[src/rtl/riscv_pkg.sv]
// ---------------------------------------------------------------------------
// riscv_pkg
// Shared RV32 definitions for the pipeline controller and the main decoder.
//   opcode_t     : base opcodes recognised by the pipeline, plus the custom
//                  HALT encoding (all ones).
//   ctrl_state_t : sequencing states of pipeline_ctrl.
//   uses_rs1/2   : which source registers an opcode actually reads. These
//                  decide whether a load in EX can hazard the ID instruction.
// ---------------------------------------------------------------------------
package riscv_pkg;

  typedef enum logic [6:0] {
    OP_R      = 7'b0110011,
    OP_I      = 7'b0010011,
    OP_LOAD   = 7'b0000011,
    OP_STORE  = 7'b0100011,
    OP_BRANCH = 7'b1100011,
    OP_JAL    = 7'b1101111,
    OP_JALR   = 7'b1100111,
    OP_HALT   = 7'b1111111
  } opcode_t;

  typedef enum logic [1:0] {
    RUN,
    DRAIN,
    HALTED
  } ctrl_state_t;

  // JAL, HALT and unknown opcodes read no source register.
  function automatic logic uses_rs1(input logic [6:0] op);
    logic r;
    r = 1'b0;
    case (op)
      OP_R, OP_I, OP_LOAD, OP_STORE, OP_BRANCH, OP_JALR: r = 1'b1;
      default:                                           r = 1'b0;
    endcase
    return r;
  endfunction

  function automatic logic uses_rs2(input logic [6:0] op);
    logic r;
    r = 1'b0;
    case (op)
      OP_R, OP_STORE, OP_BRANCH: r = 1'b1;
      default:                   r = 1'b0;
    endcase
    return r;
  endfunction

endpackage

[src/rtl/load_use_detect.sv]
// ---------------------------------------------------------------------------
// load_use_detect
// Purely combinational load-use hazard detector.
//   id_opcode   in  7  opcode of the instruction in IF/ID
//   id_rs1      in  5  rs1 field in IF/ID
//   id_rs2      in  5  rs2 field in IF/ID
//   ex_mem_read in  1  instruction in ID/EX is a load
//   ex_rd       in  5  destination register of the ID/EX instruction
//   load_use    out 1  ID instruction needs the load result not yet available
// ---------------------------------------------------------------------------
module load_use_detect
  import riscv_pkg::*;
(
  input  logic [6:0] id_opcode,
  input  logic [4:0] id_rs1,
  input  logic [4:0] id_rs2,
  input  logic       ex_mem_read,
  input  logic [4:0] ex_rd,
  output logic       load_use
);

  logic w_use_rs1;
  logic w_use_rs2;
  logic w_hit_rs1;
  logic w_hit_rs2;

  always_comb begin
    w_use_rs1 = uses_rs1(id_opcode);
    w_use_rs2 = uses_rs2(id_opcode);
    w_hit_rs1 = w_use_rs1 && (ex_rd == id_rs1);
    w_hit_rs2 = w_use_rs2 && (ex_rd == id_rs2);
    // x0 is never a real producer, so a load to x0 cannot hazard.
    load_use  = ex_mem_read && (ex_rd != '0) && (w_hit_rs1 || w_hit_rs2);
  end

endmodule

[src/rtl/pipeline_ctrl.sv]
// ---------------------------------------------------------------------------
// pipeline_ctrl
// Stage-sequencing controller for the 5-stage RV32 pipeline.
// Parameters:
//   DRAIN_CYCLES  cycles spent draining EX/MEM/WB after HALT leaves ID
//   CNT_W         width of the saturating performance counters
// Ports:
//   clk, reset              clock; synchronous active-high reset
//   id_opcode/id_rs1/id_rs2 instruction fields in IF/ID
//   ex_mem_read, ex_rd      load information for the ID/EX instruction
//   ex_redirect             taken branch / JAL / JALR resolved in EX
//   mem_req, mem_ack        data-memory handshake of the MEM stage
//   pc_write, ifid_write    PC and IF/ID enables            (combinational)
//   ifid_flush, idex_flush  bubble insertion                (combinational)
//   freeze                  hold the whole pipeline         (combinational)
//   halted                  core stopped                    (registered)
//   stall_cycles            saturating stall/freeze cycle count
//   flush_count             saturating redirect count
// ---------------------------------------------------------------------------
module pipeline_ctrl
  import riscv_pkg::*;
#(
  parameter int unsigned DRAIN_CYCLES = 3,
  parameter int unsigned CNT_W        = 32
) (
  input  logic             clk,
  input  logic             reset,
  input  logic [6:0]       id_opcode,
  input  logic [4:0]       id_rs1,
  input  logic [4:0]       id_rs2,
  input  logic             ex_mem_read,
  input  logic [4:0]       ex_rd,
  input  logic             ex_redirect,
  input  logic             mem_req,
  input  logic             mem_ack,
  output logic             pc_write,
  output logic             ifid_write,
  output logic             ifid_flush,
  output logic             idex_flush,
  output logic             freeze,
  output logic             halted,
  output logic [CNT_W-1:0] stall_cycles,
  output logic [CNT_W-1:0] flush_count
);

  localparam int unsigned DCNT_W = (DRAIN_CYCLES < 2) ? 1 : $clog2(DRAIN_CYCLES + 1);

  ctrl_state_t       r_state;
  logic [DCNT_W-1:0] r_drain_cnt;
  logic              r_halted;
  logic [CNT_W-1:0]  r_stall_cycles;
  logic [CNT_W-1:0]  r_flush_count;

  logic w_mem_wait;
  logic w_load_use;
  logic w_redirect_take;
  logic w_halt_take;
  logic w_stall_inc;

  load_use_detect u_load_use_detect (
    .id_opcode   (id_opcode),
    .id_rs1      (id_rs1),
    .id_rs2      (id_rs2),
    .ex_mem_read (ex_mem_read),
    .ex_rd       (ex_rd),
    .load_use    (w_load_use)
  );

  assign w_mem_wait = mem_req && !mem_ack;

  // Control outputs plus the "which RUN priority won" strobes that drive the
  // FSM and counters, so both always see the same selection.
  always_comb begin
    pc_write        = 1'b0;
    ifid_write      = 1'b0;
    ifid_flush      = 1'b0;
    idex_flush      = 1'b0;
    freeze          = 1'b0;
    w_redirect_take = 1'b0;
    w_halt_take     = 1'b0;
    w_stall_inc     = 1'b0;
    if (reset) begin
      ifid_flush = 1'b1;
      idex_flush = 1'b1;
    end else begin
      case (r_state)
        RUN: begin
          if (w_mem_wait) begin
            freeze      = 1'b1;
            w_stall_inc = 1'b1;
          end else if (ex_redirect) begin
            pc_write        = 1'b1;
            ifid_write      = 1'b1;
            ifid_flush      = 1'b1;
            idex_flush      = 1'b1;
            w_redirect_take = 1'b1;
          end else if (w_load_use) begin
            idex_flush  = 1'b1;
            w_stall_inc = 1'b1;
          end else if (id_opcode == OP_HALT) begin
            idex_flush  = 1'b1;
            w_halt_take = 1'b1;
          end else begin
            pc_write   = 1'b1;
            ifid_write = 1'b1;
          end
        end
        DRAIN: begin
          idex_flush = 1'b1;
          if (w_mem_wait) begin
            freeze      = 1'b1;
            w_stall_inc = 1'b1;
          end
        end
        HALTED: begin
          freeze = 1'b1;
        end
        default: begin
          ifid_flush = 1'b1;
          idex_flush = 1'b1;
        end
      endcase
    end
  end

  always_ff @(posedge clk) begin
    if (reset) begin
      r_state        <= RUN;
      r_drain_cnt    <= DCNT_W'(DRAIN_CYCLES);
      r_halted       <= 1'b0;
      r_stall_cycles <= '0;
      r_flush_count  <= '0;
    end else begin
      case (r_state)
        RUN: begin
          if (w_halt_take) begin
            r_state     <= DRAIN;
            r_drain_cnt <= DCNT_W'(DRAIN_CYCLES);
          end
        end
        DRAIN: begin
          if (!w_mem_wait) begin
            r_drain_cnt <= r_drain_cnt - 1'b1;
            if (r_drain_cnt == DCNT_W'(1)) begin
              r_state  <= HALTED;
              r_halted <= 1'b1;
            end
          end
        end
        HALTED: begin
          r_state <= HALTED;
        end
        default: begin
          r_state <= RUN;
        end
      endcase

      // Strobes are only ever raised in RUN/DRAIN, so HALTED freezes counts.
      if (w_stall_inc && (r_stall_cycles != '1)) begin
        r_stall_cycles <= r_stall_cycles + 1'b1;
      end
      if (w_redirect_take && (r_flush_count != '1)) begin
        r_flush_count <= r_flush_count + 1'b1;
      end
    end
  end

  // halted is registered but must read low for the whole reset cycle, even
  // when reset arrives while the core is already HALTED.
  assign halted       = r_halted && !reset;
  assign stall_cycles = r_stall_cycles;
  assign flush_count  = r_flush_count;

endmodule

[config.mk]
export PLATFORM = sky130hd
export DESIGN_NAME = pipeline_ctrl
export DESIGN_NICKNAME = d
export VERILOG_FILES = /design/src/rtl/riscv_pkg.sv /design/src/rtl/load_use_detect.sv /design/src/rtl/pipeline_ctrl.sv
export SDC_FILE = /design/constraint.sdc
export NUM_CORES = 1
export LEC_CHECK = 0
export ABC_AREA = 1
export BUFFER_PORTS_ARGS = -buffer_cell sky130_fd_sc_hd__clkbuf_2
export CAP_MARGIN = 10
export CORE_AREA = 2 2 109 111
export DETAILED_ROUTE_END_ITERATION = 16
export DIE_AREA = 0 0 111 113
export GPL_ROUTABILITY_DRIVEN = 1
export SYNTH_ARGS = -nofsm -noshare
export SYNTH_HDL_FRONTEND = slang
export SYNTH_SLANG_ARGS = --single-unit
export TNS_END_PERCENT = 20
[constraint.sdc]
create_clock -name clk -period 2.2 [get_ports clk]
set_input_delay 0.44 -clock clk [delete_from_list [all_inputs] [get_ports clk]]
set_output_delay 0.44 -clock clk [all_outputs]
set_load 0.03 [all_outputs]
Word level (Yosys, flattened, before mapping)

Index checks and enable logic that the tools add are counted.

Add/subtract/negate cells: 3
Equal/unequal tests: 17
Muxes and demuxes: 40
Bitwise operators: 1
Reductions and logical operators: 21

Operators with widths:

| cell                                                                   | count |
|---|---|
| 32-bit by 1-bit adder with 32-bit output (second input constant)       | 2 |
| 32-bit != test (second input constant)                                 | 2 |
| 1-bit 2-to-1 mux                                                       | 29 |
| 7-bit equality test (second input constant)                            | 3 |
| 7-bit by 6-bit equality test with 1-bit output (second input constant) | 2 |
| 5-bit equality test                                                    | 2 |
| 2-bit 2-to-1 mux                                                       | 5 |
| 3-bit AND reduction                                                    | 3 |
| 1-bit logical AND                                                      | 8 |
| 1-bit one-hot mux with 2 select lines                                  | 4 |
| 7-bit by 2-bit equality test with 1-bit output (second input constant) | 1 |
| 7-bit by 5-bit equality test with 1-bit output (second input constant) | 1 |
| 2-bit != test (second input constant)                                  | 3 |
| 2-bit one-hot mux with 3 select lines                                  | 1 |
| 6-bit OR reduction                                                     | 1 |
| 5-bit nonzero test                                                     | 1 |
| 2-bit by 1-bit equality test with 1-bit output (second input constant) | 2 |
| 2-bit one-hot mux with 2 select lines                                  | 1 |
| 2-bit OR reduction                                                     | 2 |
| 3-bit OR reduction                                                     | 1 |
| 2-bit equality test (second input constant)                            | 1 |
| 1-bit logical NOT                                                      | 2 |
| 2-bit logical NOT                                                      | 1 |
| 2-bit nonzero test                                                     | 1 |
| 3 further kinds                                                        | 3 |

Register bits: 69
Bits of input ports: 28
Output and inout bits: 70
Logic and storage cells: 87

Longest topological paths before layout

Gate-level depths: netlist of run 1.

Word-level depth: 13
Mapped depth: 14
Mapped depth without buffers: 14

Modules after synthesis

From an unflattened synthesis of run 1, not the netlist that was laid out.

Cell total of the unflattened synthesis: 834
Area total of the unflattened synthesis: 4967.3 µm²

Modules (own cells, without submodules):

| module          | instances | cells an instance | area an instance (µm²) | sequential area each (µm²) |
|---|---|---|---|---|
| pipeline_ctrl   | 1         | 773               | 4715.8                 | 1381.3 |
| load_use_detect | 1         | 61                | 251.5                  | 0.0 |

Least setup slack after synthesis of run 1

No wires, ideal clock.

Path type: input -> output
Start point: in reset
End point: out pc_write
Data arrival time: 2.114 ns
Data required time: 1.760 ns
Path slack: -0.354 ns
Cell stages on the path: 7
Path buffers: 4
Path through: clkbuf_1 > inv_1 > buf_1 > clkbuf_1 > nand2_1 > a21oi_1 > buf_4

Cells in the longest elaborated chain, start to end: 1

RTL lines:

| item             | line                | source |
|---|---|---|
| from (decl)      | pipeline_ctrl.sv:27 | `input logic reset,` |
| 1-bit 2-to-1 mux | -                   |  |
| to (decl)        | pipeline_ctrl.sv:36 | `output logic pc_write,` |

Every way passes these cells.

Worst setup path in the final report of run 1

Start point: reg r_state[0]
End point: out pc_write

Cells in the longest elaborated chain, start to end: 3

RTL lines:

| item                   | line                 | source |
|---|---|---|
| from (decl)            | pipeline_ctrl.sv:48  | `ctrl_state_t r_state;` |
| from (signal assigned) | pipeline_ctrl.sv:128 | `r_state <= RUN;` |
| from (signal assigned) | pipeline_ctrl.sv:137 | `r_state <= DRAIN;` |
| from (signal assigned) | pipeline_ctrl.sv:145 | `r_state <= HALTED;` |
| 2-bit logical NOT      | pipeline_ctrl.sv:86  | `case (r_state)` |
| 1-bit 2-to-1 mux       | pipeline_ctrl.sv:86  |  |
| 1-bit 2-to-1 mux       | pipeline_ctrl.sv:82  | `if (reset) begin` |

Every way passes these cells.

==> results of run 1 <==
worst max-delay path by stage:
stage               depth (start not counted)              end           start
detailed placement                         12  flush_count[23]      r_state[0]
CTS                                         7         pc_write      r_state[0]
finish                                      7         pc_write      r_state[0]
global route                               10  flush_count[19]  flush_count[5]
global placement                           11  flush_count[26]      r_state[0]
floorplan                                   7         pc_write           reset
worst min-delay path, delay by kind of cell, from the launching register on:
family                 cells  cell delay, ns
buffers and inverters      1            0.06
flip-flops                 1            0.29
AO/OA/AOI/OAI              1            0.06
layer usage:
layer  vias to the layer above  GRT usage (%)  part of all wire (%)
li1                       2629              -                     -
met1                      2339          32.57                    48
met2                       154          35.99                    45
met3                        12          3.642                   6.4
met4                         0          7.417                   1.3
met5                         -              0                     0
state kept, by name, indices dropped and copies added, names as in the netlist:
signal        count
flush_count      32
stall_cycles     32
r_drain_cnt       2
r_state           2
r_halted          1
metrics by stage:
step | utilization [%] | area [um^2] | hold slack, ns | power, mW | worst slack, ns
floorplan | - | 4584 | 0.4365 | 1.667 | -0.05640
global placement | 47.67 | 5374 | 0.4458 | 1.824 | 0.1869
detailed placement | 47.67 | 5374 | 0.4496 | 1.838 | 0.1526
CTS | 50.21 | 5659 | 0.4583 | 3.256 | 0.04613
global route | 50.34 | 5674 | 0.4961 | 3.377 | -0.01246
finish | 50.34 | 5674 | 0.4554 | 3.234 | 0.1285
placed cells by master (no fill, tap or decap), types with 2 or more instances in the layout:
cell / synthesis / layout
a21oi_1: 58 / 56
ha_1: 7 / 7
nand3_1: 28 / 28
nor4_1: 2 / 2
dfxtp_2: 0 / 2
o21ai_1: 1 / 2
clkbuf_2: 0 / 96
inv_1: 76 / 76
buf_4: 5 / 29
buf_12: 0 / 2
nand4_1: 51 / 51
clkbuf_8: 0 / 4
nand3b_1: 9 / 9
xor2_1: 27 / 27
dfxtp_1: 69 / 67
xnor2_1: 10 / 10
nor2_1: 89 / 88
nand2_1: 217 / 217
clkbuf_16: 0 / 9
nor3_1: 28 / 27
nand3_2: 2 / 2
o21ai_0: 17 / 16
nor3_2: 1 / 2
nor3b_1: 2 / 2
nor2_2: 3 / 4
nand2_2: 2 / 2
report_power, final:
part,total [mW],switching (mW),leakage (nW),internal (mW)
combinational,0.517,0.343,1.74,0.175
clock,1.42,0.544,0.144,0.872
sequential,1.30,0.0212,0.557,1.28
total,3.23,0.908,2.44,2.33
cells by family after synthesis:
| group | count (synthesis) |
|---|---|
| adder cells (fa/ha/maj) | 7 |
| AND/OR/NAND/NOR | 438 |
| AO/OA/AOI/OAI | 81 |
| flip-flops | 69 |
| XOR/XNOR | 37 |
| buffers and inverters | 104 |
area by class of cell:
cell class                      instances  area (um^2)
Sequential cell                        69         1384
Inverter                               77        291.5
Clock inverter                          1        5.005
Timing Repair Buffer                  128        745.7
Fill cell                            1176         5598
Tap cell                              143        178.9
Clock buffer                           13        280.3
Multi-Input combinational cell        563         2789
what timing repair did:
item                       4_1_cts  5_1_grt
setup endpoints to repair        0       24
resized for setup                0        9
hold buffers                     0        0
==> flow_summary.yaml, run 1 <==
layout:
  final_cells: 994
  final_layout_size_suffix_gt1_share_pct: 18.57
  antenna_cells: 0
  nets: 883
  areaGrowthSynthToFinish_pct: 24.18
timing:
  grt_setup_unrepaired: "yes"
  fin_crit_sh_pct: 94.16
  hold_viol: 0
  fin_setup_tns_ns: 0
  max_freq_mhz: 482.7
  setup-violations-final: 0
  drv_slew: 0
  tightestPinTransition_ns: 0.5343
  post-route-min-period_ns: 2.071
  slew-limit-headroom_pct: 64.11
  clock_skew_ns: 0.008622
logic_synthesis:
  async_flop_share_pct: 0
  synth_commonest_cells: "nand2_1, nor2_1, inv_1, dfxtp_1, a21oi_1"
  synth.distinct_cells: 35
  syn-num-nets: 771
  seq_area_frac_synth_pct: 30.23
  synth_fa_ha_area_share_pct: 1.917
  yosysWarnings: 0
  yosys.area.top_type: "dfxtp_1"
  ys.flop_type: "dfxtp_1"
  yosysTopAreaCellShare_pct: 30.23
  synthMuxAreaShare_pct: 0
  synthSimpleGateAreaFrac_pct: 42.36
  netlist_area_um2: 4569
  synth_area_per_cell_um2: 6.208
  yosysMostFrequentCell: "nand2_1"
  synth_top_family_by_area: "simple AND/OR/NAND/NOR gates"
  synth_compound_area_share_pct: 9.173
  synth_xor_area_share_pct: 7.092
  synth-edff-count: 0
  netlist_top_cells_area: "dfxtp_1, nand2_1, nor2_1"
  syn-instance-count: 736
  synth-seq-cells: 69
die:
  start_util_pct: 40.54
  ios: 98
  dieArea_um2: 12540
  fp.dieW_um: 111
  rows: 39
  coreArea_um2: 11270
  die_h_um: 113
setup_path:
  cpMaxStageDelayCell: "dfxtp_2"
  crit_path_start_kind: "flip-flop"
  cp.arrival_ns: 1.63
  max_stage_delay_ns: 0.34
  cp_common_cell: "inv_1"
  critPathTopFamily: "buffers and inverters"
  worst-path-buf-inv: 3
  reg2regPathDepth: 11
  path_class: "flip-flop to output pin"
  r2r_setup_slack_ns: 0.19
  worstPathMaxFanout: 4
  r2r-start: "flush_count[5]"
  regToRegEndpoint: "flush_count[10]"
  cp_cell_sequence: "inv_1 -> ha_1 -> inv_1 -> nor2_2 -> nand2_1 -> a21oi_4 -> clkbuf_2"
  crit_path_end_kind: "output pin"
  worstPathRequired_ns: 1.76
clock_network:
  cts_sinks: 69
  clockBufferDepth: 2
  insertion_delay_ns: 0.34
  cts_tree: "done"
  cts_setup_buffers: 0
  htreeDepth: 3
  numCtsBuffers: 9
  clk_pin_slew_worst_paths_ns: 0.05
  root_buffer: "clkbuf_16"
routing:
  ant_nets: 0
  vias: 5134
  first_pass_iters: 4
  viasPerCell: 5.165
  wire_per_inst_um: 14.25
  drt-total-wl_um: 14160
  first_iter_violations: 333
  route.detailed.drc: 0
global_route:
  grt_pass1_vias: 4876
  grt_pass1_wl_um: 23690
  track_usage_pct: 22.99
  overflow: 0
  grt_start_max_net_pins: 40
  antenna_found_initial: 0
run:
  drv_cap: 0
power:
  p_leak_nw: 2.439
  peakVddDrop_mv: 0.2891
  powerDensity_nw_per_um2: 570.0
placement:
  dpl.cell_count: 980
  gp_congestion: 0.9180
  place_hpwl_um: 10640
  portBuffers: 97
worst_hold_path:
  hold_path_class: "flip-flop to flip-flop"
  min_from: "r_halted"
  worstHoldPathCells: 2
  min_to: "r_halted"
outcome:
  status: "finished clean"
Power figures use the tool's default switching activity.
==> inputs of run 2 (changes only) <==
Settings changed: ABC_AREA 1 to default, CORE_AREA 2 2 109 111 to 2 2 101 103, CTS_BUF_LIST from default to sky130_fd_sc_hd__clkbuf_16, DIE_AREA 0 0 111 113 to 0 0 103 105.
==> run 2 against run 1 <==
Against the previous run: the run now ends with setup timing left; fmax fell by 10%; via count down 20%; count of clock-buffer cells in the layout shrank 4; area after synthesis decreased by 15%; final cell count fell by 24%; first-iteration DRC count decreased by 56%; critical endpoint is now idex_flush.
==> flow_summary.yaml, run 2 <==
routing:
  drt-total-wl_um: 11040
  viasPerCell: 5.428
  wire_per_inst_um: 14.59
  vias: 4109
  first_iter_violations: 146
  first_pass_iters: 5
  ant_nets: 0
  route.detailed.drc: 0
clock_network:
  cts_tree: "done"
  numCtsBuffers: 9
  postCtsHoldBufs: 0
  root_buffer: "clkbuf_16"
  htreeDepth: 3
  cts_sinks: 69
  insertion_delay_ns: 0.33
  clk_pin_slew_worst_paths_ns: 0.06
  clockBufferDepth: 2
placement:
  place_hpwl_um: 7831
  gp_congestion: 0.8123
  portBuffers: 97
  preCtsSetupSlack_ns: -0.1728
  dpl_cell_area_um2: 4887
run:
  drv_cap: 0
timing:
  tightestPinTransition_ns: 0.4371
  setup-violations-final: 3
  grt_setup_unrepaired: "yes"
  max_freq_mhz: 433.4
  hold_viol: 0
  clock_skew_ns: 0.005222
  fin_setup_tns_ns: -0.2419
  setup_ws_ns: -0.1072
  slew-limit-headroom_pct: 70.86
  post-route-min-period_ns: 2.307
  timing.hold.ws_ns: 0.4717
  drv_slew: 0
  fin_crit_sh_pct: 104.9
logic_synthesis:
  syn-instance-count: 473
  synth_commonest_cells: "dfxtp_1, nor2_1, nand3_1, nand4_1, xor2_1"
  synth_area_per_cell_um2: 8.184
  yosys.area.top_type: "dfxtp_1"
  async_flop_share_pct: 0
  yosysTopAreaCellShare_pct: 35.68
  seq_area_frac_synth_pct: 35.68
  netlist_top_cells_area: "dfxtp_1, xor2_1, nand3_1"
  ys.flop_type: "dfxtp_1"
  netlist_area_um2: 3871
  synth-edff-count: 0
  synth.distinct_cells: 59
  syn-num-nets: 508
  yosysMostFrequentCell: "dfxtp_1"
  yosysWarnings: 0
  synth-seq-cells: 69
outcome:
  status: "finished, violations left"
  violations: "setup timing"
setup_path:
  r2r-start: "r_state[0]"
  crit_path_start_kind: "primary input"
  regToRegEndpoint: "stall_cycles[15]"
  cpMaxStageDelayCell: "or4_4"
  reg2regPathDepth: 9
  path_class: "primary input to output pin"
  cp.arrival_ns: 1.87
  max_stage_delay_ns: 0.54
  crit_path_end_kind: "output pin"
  cp_cell_sequence: "buf_6 -> or4_4 -> o21ai_4 -> a21oi_2 -> o311ai_1 -> o211ai_1 -> buf_4"
  r2r_setup_slack_ns: 0.03
  worstPathMaxFanout: 2
  worstPathRequired_ns: 1.76
worst_hold_path:
  min_to: "r_halted"
  hold_path_class: "flip-flop to flip-flop"
  worstHoldPathCells: 2
  min_from: "r_halted"
global_route:
  track_usage_pct: 20.50
  grt_start_max_net_pins: 35
  grt_pass1_vias: 3887
  antenna_found_initial: 0
  grt_pass1_wl_um: 18100
  overflow: 0
layout:
  final_cell_mix: "clkbuf_2, dfxtp_1, buf_4"
  areaGrowthSynthToFinish_pct: 39.62
  fin_area_um2: 5405
  nets: 654
  final_layout_size_suffix_gt1_share_pct: 34.13
  final_common_cell: "clkbuf_2"
  antenna_cells: 0
die:
  dieArea_um2: 10820
  coreArea_um2: 9639
  start_util_pct: 40.16
  die_h_um: 105
  rows: 36
  fp.dieW_um: 103
  ios: 98
power:
  power_mw: 2.926
  peakVddDrop_mv: 0.3932
  p_leak_nw: 2.185
  powerDensity_nw_per_um2: 541.3
-- run 2: cell types whose count changed in the layout (fill, tap and decap cells not counted), sizes merged, moves of 20 or more --
cell | before | now
nand2 | 219 | 25
inv | 77 | 11
nor2 | 93 | 52
buf | 31 | 65
a21oi | 58 | 25
nor3 | 29 | 8
nand4 | 51 | 31
-- run 2: worst max-delay path: cells and delay by family --
kind / cells / cell delay [ns]
AND/OR/NAND/NOR: 1 / 0.54
AO/OA/AOI/OAI: 4 / 0.60
buffers and inverters: 2 / 0.27
-- run 2: kinds of logic after synthesis --
kind of cell / Yosys count / share of synthesized area [%]
compound gates: 81 / 13.90
xor+xnor: 36 / 8.145
fa+ha+maj: 7 / 2.262
buf+inv: 33 / 3.555
flops: 69 / 35.68
mux: 8 / 2.230
simple gates: 239 / 34.23
-- run 2: worst max path at each step --
stage                               start                to  depth (start not counted)
after floorplan           stall_cycles[7]  stall_cycles[30]                          6
after global placement           ex_rd[1]        idex_flush                          7
after detailed placement         ex_rd[1]          pc_write                          9
after CTS                        ex_rd[1]        idex_flush                          7
after global routing             ex_rd[1]          pc_write                          9
final                            ex_rd[1]        idex_flush                          7
-- run 2: final cells by class --
| type | instances | area [um^2] |
|---|---|---|
| clock buffer | 9 | 225.2 |
| clock inverter | 7 | 67.56 |
| fill | 942 | 4234 |
| inverter | 10 | 37.54 |
| multi-input combinational | 371 | 2530 |
| sequential | 69 | 1383 |
| tap | 133 | 166.4 |
| timing repair buffer | 158 | 996.0 |
-- run 2: where the power goes --
part	internal (mW)	leakage [nW]	total, mW	switching (mW)
Clock	0.871	0.143	1.42	0.553
Sequential	1.26	0.556	1.26	0.00568
Combinational	0.107	1.49	0.242	0.135
-- run 2: stage by stage --
| stage | instances | util [%] |
|---|---|---|
| floorplan | 473 | - |
| global placement | 739 | 50.70 |
| detailed placement | 739 | 50.70 |
| CTS | 756 | 54.22 |
| global route | 757 | 56.07 |
| finish | 757 | 56.07 |
-- run 2: what timing repair did --
action	4_1_cts	5_1_grt
endpoints found under the setup margin	7	27
setup buffers	1	1
resized for setup	9	43
pin swaps	3	21
-- run 2: metal layers --
layer  up-vias  wire (um)  track usage (%)
li1       2048          -                -
met1      1968       4888            25.08
met2        84       5575            35.76
met3         9        470            3.880
met4         0        108            6.203
met5         -          0                0
==> inputs of run 3 (changes only) <==
Settings changed: ABC_AREA from default to 1, CORE_AREA 2 2 101 103 to 2 2 109 111, DIE_AREA 0 0 103 105 to 0 0 111 113.
==> run 3 against run 2 <==
Against the previous run: final cell count grew 31%; hold slack got worse by 0.017 ns; power up 5.8%; core utilization is 6.1 points lower; critical path type is now flip-flop to output pin; highest routed layer unchanged; sequential power rose by 3%; largest power group is now registers; the flow now finishes without violations; clock skew grew 0.0030 ns; critical endpoint is now pc_write; setup slack improved by 0.22 ns.
==> flow_summary.yaml, run 3 (synthesis results as in run 1) <==
outcome:
  status: "finished clean"
power:
  pwr-share-comb_pct: 16.7
  sw_frac_of_total_pct: 29.35
  pwr-share-clk_pct: 41.3
  peakVddDrop_mv: 0.2890
  power_mw: 3.095
  p_int_mw: 2.186
  p_seq_share_pct: 42.0
  p_leak_nw: 2.416
  powerDensity_nw_per_um2: 549.4
  netSwitchingPower_mw: 0.9083
clock_network:
  clockBufferDepth: 2
  cts_tree: "done"
  cts_sinks: 69
  insertion_delay_ns: 0.34
  root_buffer: "clkbuf_16"
  htreeDepth: 3
  clk_pin_slew_worst_paths_ns: 0.05
  numCtsBuffers: 9
  cts_setup_buffers: 0
setup_path:
  path_class: "flip-flop to output pin"
  worstPathRequired_ns: 1.76
  cp.arrival_ns: 1.65
  crit_path_start_kind: "flip-flop"
  crit_path_end_kind: "output pin"
  r2r_setup_slack_ns: 0.18
  worstPathMaxFanout: 5
routing:
  wire_per_inst_um: 14.21
  first_iter_violations: 306
  ant_nets: 0
  first_pass_iters: 4
  vias: 5182
  route.detailed.drc: 0
  viasPerCell: 5.213
  drt-total-wl_um: 14130
timing:
  hold_viol: 0
  setup_ws_ns: 0.1100
  drv_slew: 0
  clock_skew_ns: 0.008241
  fin_crit_sh_pct: 95.00
  fin_setup_tns_ns: 0
  grt_setup_unrepaired: "yes"
  post-route-min-period_ns: 2.090
  max_freq_mhz: 478.5
  setup-violations-final: 0
  slew-limit-headroom_pct: 64.97
  timing.hold.ws_ns: 0.4550
  tightestPinTransition_ns: 0.5214
placement:
  portBuffers: 97
  gp_congestion: 0.9180
  preCtsSetupSlack_ns: 0.1526
  dpl.cell_count: 980
  place_hpwl_um: 10640
global_route:
  grt_pass1_vias: 4871
  overflow: 0
  grt_start_max_net_pins: 40
  antenna_found_initial: 0
  track_usage_pct: 22.96
  grt_pass1_wl_um: 23670
die:
  start_util_pct: 40.54
  die_h_um: 113
  fp.dieW_um: 111
  coreArea_um2: 11270
  ios: 98
  dieArea_um2: 12540
  rows: 39
layout:
  final_layout_size_suffix_gt1_share_pct: 17.98
  nets: 883
  final_cell_mix: "nand2_1, clkbuf_2, nor2_1"
  final_cells: 994
  final_common_cell: "nand2_1"
  areaGrowthSynthToFinish_pct: 23.27
  antenna_cells: 0
run:
  drv_cap: 0
worst_hold_path:
  hold_path_class: "flip-flop to flip-flop"
==> run 3: cell types whose count changed in the layout (fill, tap and decap cells not counted), moves of 22 or more <==
| cell | previous run | this run |
|---|---|---|
| nand2_1 | 25 | 217 |
| inv_1 | 9 | 76 |
| a21oi_1 | 15 | 56 |
| nor2_1 | 50 | 88 |
| buf_4 | 56 | 29 |
| nor3_1 | 5 | 27 |
==> run 3: cell type report <==
class | count | area (um^2)
Clock inverter | 5 | 20.02
Inverter | 77 | 291.5
Timing Repair Buffer | 128 | 745.7
Tap cell | 143 | 178.9
Sequential cell | 69 | 1383
Clock buffer | 9 | 225.2
Fill cell | 1183 | 5639
Multi-Input combinational cell | 563 | 2789
==> run 3: final timing paths <==
check | depth (start not counted) | endpoint | start
setup reg to reg | 12 | flush_count[10] | r_state[1]
hold / removal | 2 | r_halted | r_halted
hold reg to reg | 2 | r_halted | r_halted
setup / recovery | 7 | pc_write | r_state[1]
==> run 3: per-stage QoR <==
stage | utilization [%] | area [um^2]
3_3_place_gp | 47.67 | 5374
4_1_cts | 49.85 | 5619
6_report | 49.97 | 5633
5_1_grt | 49.97 | 5633
2_1_floorplan | - | 4584
3_5_place_dp | 47.67 | 5374
==> run 3: power by group through the flow <==
stage	logic, mW	registers (mW)	clock network, mW
after global routing	0.579	1.30	1.35
final	0.517	1.30	1.28
after detailed placement	0.512	1.33	0
after global placement	0.500	1.32	0
after floorplan	0.320	1.35	0
after CTS	0.514	1.30	1.30
==> run 3: worst max-delay path, stage by stage, from the launching register on <==
cell and delay [ns]:
dfxtp_1 0.35, inv_1 0.12, ha_1 0.18, inv_1 0.07
nor2_2 0.15, nand2_1 0.10, a21oi_4 0.13, clkbuf_2 0.22
==> run 3: repair_timing <==
item / 4_1_cts / 5_1_grt
setup endpoints to repair: 0 / 24
hold buffers: 0 / 0
gates resized for setup: 0 / 8
==> run 3: per-layer routing <==
layer	GRT usage (%)	part of all wire [%]	up-vias
met2	35.71	44	158
met3	3.642	5.6	12
met5	0	0	-
li1	-	-	2632
met4	7.417	1.3	0
met1	32.70	49	2380
